<file path="src/rtl/mem_ctrl_pkg.sv">
// Shared types and defaults for the M-stage data-memory stall controller.
package mem_ctrl_pkg;

  localparam int XLEN_DEF    = 32;
  localparam int TIMEOUT_DEF = 255;

  typedef enum logic [1:0] {
    IDLE = 2'd0,
    REQ  = 2'd1,
    WAIT = 2'd2,
    DONE = 2'd3
  } state_t;

  // Counter must be able to hold the limit itself; never narrower than one bit.
  function automatic int timeoutCntWidth(input int limit);
    return (limit < 1) ? 1 : $clog2(limit + 1);
  endfunction

  localparam int TIMEOUT_CNT_W = timeoutCntWidth(TIMEOUT_DEF);

endpackage

</file>
<file path="src/rtl/mem_stall_ctrl.sv">
// Sequences M-stage loads/stores over a valid/ready request + valid response bus.
// Latency: >=3 frozen cycles per access (IDLE-detect, REQ, WAIT), then one released DONE cycle.
// Backpressure: REQ holds request stable until req_ready; MEM_TIMEOUT_EN adds a WAIT watchdog.
module mem_stall_ctrl
  import mem_ctrl_pkg::*;
#(
  parameter int XLEN           = XLEN_DEF,
  parameter int TIMEOUT_CYCLES = TIMEOUT_DEF
) (
  input  logic            clk,
  input  logic            rst_n,
  input  logic            MemReadM,
  input  logic            MemWriteM,
  input  logic [XLEN-1:0] AddrM,
  input  logic [XLEN-1:0] WriteDataM,
  input  logic            HazStallF,
  input  logic            HazStallD,
  input  logic            HazFlushE,
  output logic            StallF,
  output logic            StallD,
  output logic            StallE,
  output logic            StallM,
  output logic            FlushE,
  output logic            FlushW,
  output logic [XLEN-1:0] ReadDataM,
  output logic            req_valid,
  input  logic            req_ready,
  output logic            req_we,
  output logic [XLEN-1:0] req_addr,
  output logic [XLEN-1:0] req_wdata,
  input  logic            rsp_valid,
  input  logic [XLEN-1:0] rsp_rdata,
  output logic            BusErr
);

  state_t          state;
  state_t          stateNext;
  logic            memOp;
  logic            memBusy;
  logic            timeoutHit;
  logic            reqWeQ;
  logic [XLEN-1:0] reqAddrQ;
  logic [XLEN-1:0] reqWdataQ;

  assign memOp = MemReadM | MemWriteM;

`ifdef MEM_TIMEOUT_EN
  localparam int CntW = timeoutCntWidth(TIMEOUT_CYCLES);

  logic [CntW-1:0] waitCnt;
  logic            busErrQ;

  // Fires on the TIMEOUT_CYCLES-th WAIT cycle; a response in that cycle takes priority.
  assign timeoutHit = (state == WAIT) && !rsp_valid &&
                      (waitCnt == CntW'(TIMEOUT_CYCLES - 1));

  always_ff @(posedge clk) begin
    if (!rst_n) begin
      waitCnt <= '0;
      busErrQ <= 1'b0;
    end else begin
      if (state == REQ && req_ready) begin
        waitCnt <= '0;
      end else if (state == WAIT) begin
        waitCnt <= waitCnt + 1'b1;
      end
      if (timeoutHit) begin
        busErrQ <= 1'b1;
      end
    end
  end

  assign BusErr = busErrQ;
`else
  localparam int unusedTimeoutCycles = TIMEOUT_CYCLES;

  assign timeoutHit = 1'b0;
  assign BusErr     = 1'b0;
`endif

  // State register
  always_ff @(posedge clk) begin
    if (!rst_n) begin
      state <= IDLE;
    end else begin
      state <= stateNext;
    end
  end

  // Next-state logic
  always_comb begin
    stateNext = state;
    unique case (state)
      IDLE: if (memOp)                   stateNext = REQ;
      REQ:  if (req_ready)               stateNext = WAIT;
      WAIT: if (rsp_valid || timeoutHit) stateNext = DONE;
      DONE:                              stateNext = IDLE;
      default:                           stateNext = IDLE;
    endcase
  end

  // Request registers are captured once in IDLE and held through REQ/WAIT.
  always_ff @(posedge clk) begin
    if (!rst_n) begin
      reqWeQ    <= 1'b0;
      reqAddrQ  <= '0;
      reqWdataQ <= '0;
      ReadDataM <= '0;
    end else begin
      if (state == IDLE && memOp) begin
        reqWeQ    <= MemWriteM;
        reqAddrQ  <= AddrM;
        reqWdataQ <= WriteDataM;
      end
      if (state == WAIT && rsp_valid) begin
        if (!reqWeQ) begin
          ReadDataM <= rsp_rdata;
        end
      end else if (timeoutHit) begin
        ReadDataM <= '0;
      end
    end
  end

  // Output logic: a busy access freezes every stage and bubbles W; E is held so FlushE is dropped.
  always_comb begin
    memBusy   = ((state == IDLE) && memOp) || (state == REQ) || (state == WAIT);
    req_valid = (state == REQ);
    req_we    = reqWeQ;
    req_addr  = reqAddrQ;
    req_wdata = reqWdataQ;
    if (memBusy) begin
      StallF = 1'b1;
      StallD = 1'b1;
      StallE = 1'b1;
      StallM = 1'b1;
      FlushE = 1'b0;
      FlushW = 1'b1;
    end else begin
      StallF = HazStallF;
      StallD = HazStallD;
      StallE = 1'b0;
      StallM = 1'b0;
      FlushE = HazFlushE;
      FlushW = 1'b0;
    end
  end

endmodule

</file>
<file path="config.mk">
export PLATFORM = sky130hd
export DESIGN_NAME = mem_stall_ctrl
export DESIGN_NICKNAME = d
export VERILOG_FILES = /design/src/rtl/mem_ctrl_pkg.sv /design/src/rtl/mem_stall_ctrl.sv
export SDC_FILE = /design/constraint.sdc
export NUM_CORES = 1
export LEC_CHECK = 0
export BUFFER_PORTS_ARGS = -buffer_cell sky130_fd_sc_hd__buf_2
export CAP_MARGIN = 10
export CELL_PAD_IN_SITES_DETAIL_PLACEMENT = 0
export CELL_PAD_IN_SITES_GLOBAL_PLACEMENT = 1
export CORE_MARGIN = 3
export CORE_UTILIZATION = 29
export CTS_BUF_LIST = sky130_fd_sc_hd__clkbuf_8
export DETAILED_ROUTE_END_ITERATION = 10
export PLACE_DENSITY_LB_ADDON = 0.1
export SLEW_MARGIN = 0
export SYNTH_ARGS = -nofsm -noshare
export SYNTH_HDL_FRONTEND = slang
export SYNTH_SLANG_ARGS = --single-unit
</file>
<file path="constraint.sdc">
create_clock -name clk -period 1.5 [get_ports clk]
set_input_delay 0.15 -clock clk [delete_from_list [all_inputs] [get_ports clk]]
set_output_delay 0.15 -clock clk [all_outputs]
set_load 0.03 [all_outputs]
</file>
### After elaboration in Yosys (flattened, before gate mapping)

Index checks and enable logic that the tools add are counted.

| operators by class | value |
|---|---|
| reduce and logical (&&, ||, !) cells | 7 |
| mux-type cells | 8 |
| equality and inequality tests | 6 |
| bitwise gates (word level) | 2 |

Operators by type and width:

| kind | count |
|---|---|
| case mux 2 bit (4 select lines) | 1 |
| two-way mux 2 bit | 3 |
| equality test 2 bit (second input constant) | 2 |
| two-way mux 1 bit | 4 |
| inequality test 2 bit (second input constant) | 2 |
| AND reduction 3 bit | 1 |
| equality test 2 x 1 -> 1 bit (second input constant) | 1 |
| logical AND 1 bit | 2 |
| zero test 2 bit | 1 |
| logical OR 1 bit | 2 |
| inequality test 2 x 1 -> 1 bit (second input constant) | 1 |
| AND reduction 2 bit | 1 |
| NOT 1 bit | 1 |
| bitwise OR 1 bit | 1 |

| storage, ports and cells | value |
|---|---|
| input bits | 105 |
| output and inout port bits | 105 |
| bits in registers | 99 |

### Depth between registers and ports, before layout

| logic depth | value |
|---|---|
| depth after elaboration | 5 |
| depth in mapped cells | 7 |
| gate-level depth less buffers | 5 |

### Least setup slack after synthesis

No wires, ideal clock.

| timing | value |
|---|---|
| path kind | register to output |
| from | reg state[1] |
| to | out FlushE |
| cell stages (with the launch flop) | 5 |
| path buffers | 0 |
| arrival | 1.602 ns |
| setup slack | -0.252 ns |
| path through | dfxtp_1 -> inv_1 -> ha_1 -> or3_4 -> nor2_1 |

RTL lines:

| item | line | source |
|---|---|---|
| start, declared | mem_stall_ctrl.sv:36 | `state_t state;` |
| start signal, assigned | mem_stall_ctrl.sv:86 | `state <= stateNext;` |
| equality test 2 x 1 -> 1 bit | -- |  |
| named net req_valid | mem_stall_ctrl.sv:26 | `output logic req_valid,` |
| logical OR 1 bit (2 in series) | mem_stall_ctrl.sv:127 | `memBusy = ((state == IDLE) && memOp) \|\| (state == REQ) \|\| (state == WAIT);` |
| two-way mux 1 bit | mem_stall_ctrl.sv:132 | `if (memBusy) begin` |
| end, declared | mem_stall_ctrl.sv:23 | `output logic FlushE,` |

The timed path passes the listed nets, and every way through them passes these cells.

### Worst setup path after layout

| timing | value |
|---|---|
| from | reg state[1] |
| to | out StallF |

| between the ends | value |
|---|---|
| longest elaborated chain between the ends | 5 |

RTL lines:

| item | line | source |
|---|---|---|
| zero test 2 bit | mem_stall_ctrl.sv:127 |  |
| logical AND 1 bit | mem_stall_ctrl.sv:127 |  |
| logical OR 1 bit | mem_stall_ctrl.sv:127 |  |
| logical OR 1 bit * | mem_stall_ctrl.sv:127 |  |
| two-way mux 1 bit * | mem_stall_ctrl.sv:132 |  |
| end, declared | mem_stall_ctrl.sv:19 | `output logic StallF,` |

Every way passes the cells marked *; elsewhere a longest branch is shown, timed or not.

==> out/qor.txt <==
run status: finished, violations left
failing checks: setup timing
pre-CTS WS: -0.103 ns
min cycle time layout: 1.92 ns
most frequent cells in the layout: 203 x buf_2, 196 x nand2_1, 97 x dfxtp_1
Rows: 41
Sinks on Clock Net: 99
total core area: 12700 µm²
H-tree lvl count: 3
number of global-route vias before repair: 3689
via count: 3858
worst hold path type: in -> reg
Syn-to-layout area delta: 60.6%
Mapped Cells: 449
Req. time, crit path: 1.35 ns
Skew-Pair Late Insertion Delay: 0.37 ns
unrepaired setup endpoints after global routing: yes
Final Hold Vio Count: 0
sequential fraction of the synthesis area: 52.4%
Vias/cell: 4.31
fmax: 0.522 GHz
share of layout cells above drive strength 1: 34.7%
Crit. End Element: primary output
number of synthesized register bits: 99
routability cong.: 0.712
DR iter-0 viols: 197
CP Cell Sequence: inv_4 > ha_4 > o21a_4 > or3_4 > or2_4 > buf_6
clock skew: 0.00739 ns
num ports: 210
Port Buffers: 208
Worst path max stage delay: 0.38 ns
die height: 120 µm
die area: 14400 µm²
most common cell after layout, fill and taps aside: buf_2
crit-path max FO: 4
Post-Syn Nets: 557
Startpoint Class: register
Arrival @ worst endpoint: 1.77 ns
Netlist cell types: 21
synthesized area per cell: 8.42 µm²
Slew @ Worst Pin: 0.686 ns
hold slack final: 0.0203 ns
synth warn: 0
HPWL Detailed: 7.49 mm
Clock Path Buffers: 2
final net count: 827
critical path class: reg -> out
Slew Limit Fails: 0
DRT Wirelength: 11.5 mm
largest net degree at the start of global routing: 101
LEAKAGE: 2.84 nW
Worst path slowest cell: dfxtp_4
clock-pin slew on the worst setup and hold paths: 0.09 ns
initial core utilization: 29.8%
Max IR drop VDD: 1390 µV
Num CTS Buffers: 9
global-route wire length before repair: 17.7 mm
remaining global-route overflow: 0
Max Cap Viol: 0
PD cells: 1540 nW/µm²
total track usage: 15.3%
antenna violation net count after detailed routing: 0
WL/cell: 12.8 µm
Die Width: 120 µm
CTS root buf: clkbuf_8
Final period util: 128%
relative slew slack: 54.3%
Netlist Area Pre-Place: 3780 µm²
DRT Pass-1 Iters: 4
DRC: 0
initial antenna violation count: 0
Final WS setup: -0.417 ns
ANT cells: 0
Setup violations, final: 70
CTS tree: yes
final timing paths:
check | start | end | slack (ns) | cells after the start
max | state[1] | StallF | -0.42 | 6
min | rsp_rdata[2] | ReadDataM[2] | 0.02 | 3
max reg2reg | state[1] | req_wdata[29] | -0.13 | 6
min reg2reg | req_wdata[16] | req_wdata[16] | 0.45 | 2
area by class of cell:
| cell class | instances | area [µm²] |
|---|---|---|
| Multi-Input combinational cell | 311 | 1670 |
| Fill cell | 1314 | 6600 |
| Inverter | 4 | 17.5 |
| Tap cell | 172 | 215 |
| Sequential cell | 99 | 1990 |
| Clock inverter | 5 | 52.6 |
| Clock buffer | 11 | 151 |
| Timing Repair Buffer | 294 | 1980 |
synthesized netlist by cell type:
library cell | number | share of area (%)
ha_1 | 3 | 0.99
mux2i_1 | 1 | 0.26
a21boi_1 | 65 | 13
nand3b_1 | 1 | 0.20
a221oi_1 | 1 | 0.23
nor2b_1 | 1 | 0.17
nor2_1 | 2 | 0.20
o31a_1 | 1 | 0.23
buf_2 | 13 | 1.7
conb_1 | 1 | 0.099
nand2_1 | 196 | 19
or3_4 | 1 | 0.30
buf_4 | 8 | 1.6
or2_1 | 2 | 0.33
dfxtp_1 | 99 | 52
a21boi_0 | 32 | 6.4
o21ai_1 | 1 | 0.13
and3b_1 | 1 | 0.23
inv_1 | 4 | 0.40
o21a_1 | 2 | 0.40
clkbuf_1 | 14 | 1.4
state kept, by name, indices dropped and copies added, names as in the netlist:
| name | flops |
|---|---|
| ReadDataM | 32 |
| req_addr | 32 |
| req_wdata | 32 |
| state | 2 |
| req_we | 1 |
logic make-up (layout without fill, tap and decap cells):
kind of cell	after synthesis	in the layout	share of synthesized area, %
muxes	1	1	0.265
and+or+nand+nor	204	204	20.9
other	1	1	0.0992
buffers and inverters	39	314	5.10
AOI/OAI and AO/OA	102	102	20.3
adders and majority gates	3	3	0.993
DFF	99	99	52.4
where the power goes:
part           leakage, nW  total, mW  switching [mW]  internal (mW)
Combinational         1.92       4.27            2.75           1.52
Clock                0.110       1.76           0.903          0.854
Sequential           0.812       3.34           0.225           3.12
per-layer routing:
layer | up-vias | GRT usage [%] | share of wire, %
met2 | 124 | 25.9 | 48
met1 | 1753 | 18.0 | 43
met5 | - | 0 | 0
met3 | 10 | 6.03 | 8.4
li1 | 1971 | - | -
met4 | 0 | 4.51 | 1.1
per-stage QoR:
| step | cells | instance area (µm²) | power, mW | util, % | TNS, ns |
|---|---|---|---|---|---|
| 5_1_grt | 896 | 6070 | 10.0 | 47.9 | -17.01 |
| 2_1_floorplan | 449 | 3810 | 6.22 | - | -0.0894 |
| 3_3_place_gp | 806 | 5040 | 7.31 | 39.8 | -1.20 |
| 4_1_cts | 894 | 6010 | 9.44 | 47.5 | -7.60 |
| 3_5_place_dp | 806 | 5040 | 7.38 | 39.8 | -3.85 |
| 6_report | 896 | 6070 | 9.37 | 47.9 | -5.75 |
critical path: cells and delay by family (launching register included):
| family | cells | cell delay [ns] |
|---|---|---|
| AND/OR/NAND/NOR | 2 | 0.58 |
| flip-flops | 1 | 0.38 |
| buffers and inverters | 2 | 0.19 |
| adder cells (fa/ha/maj) | 1 | 0.15 |
| AO/OA/AOI/OAI | 1 | 0.11 |
timing repair:
| item | 4_1_cts | 5_1_grt |
|---|---|---|
| hold buffers | 72 | 0 |
| cloned | 0 | 2 |
| gates resized for setup | 12 | 15 |
| setup endpoints to repair | 71 | 86 |
| pin swaps | 2 | 0 |
| setup buffers | 0 | 1 |
| hold endpoints to repair | 72 | 0 |
(Power assumes the default switching activity.)
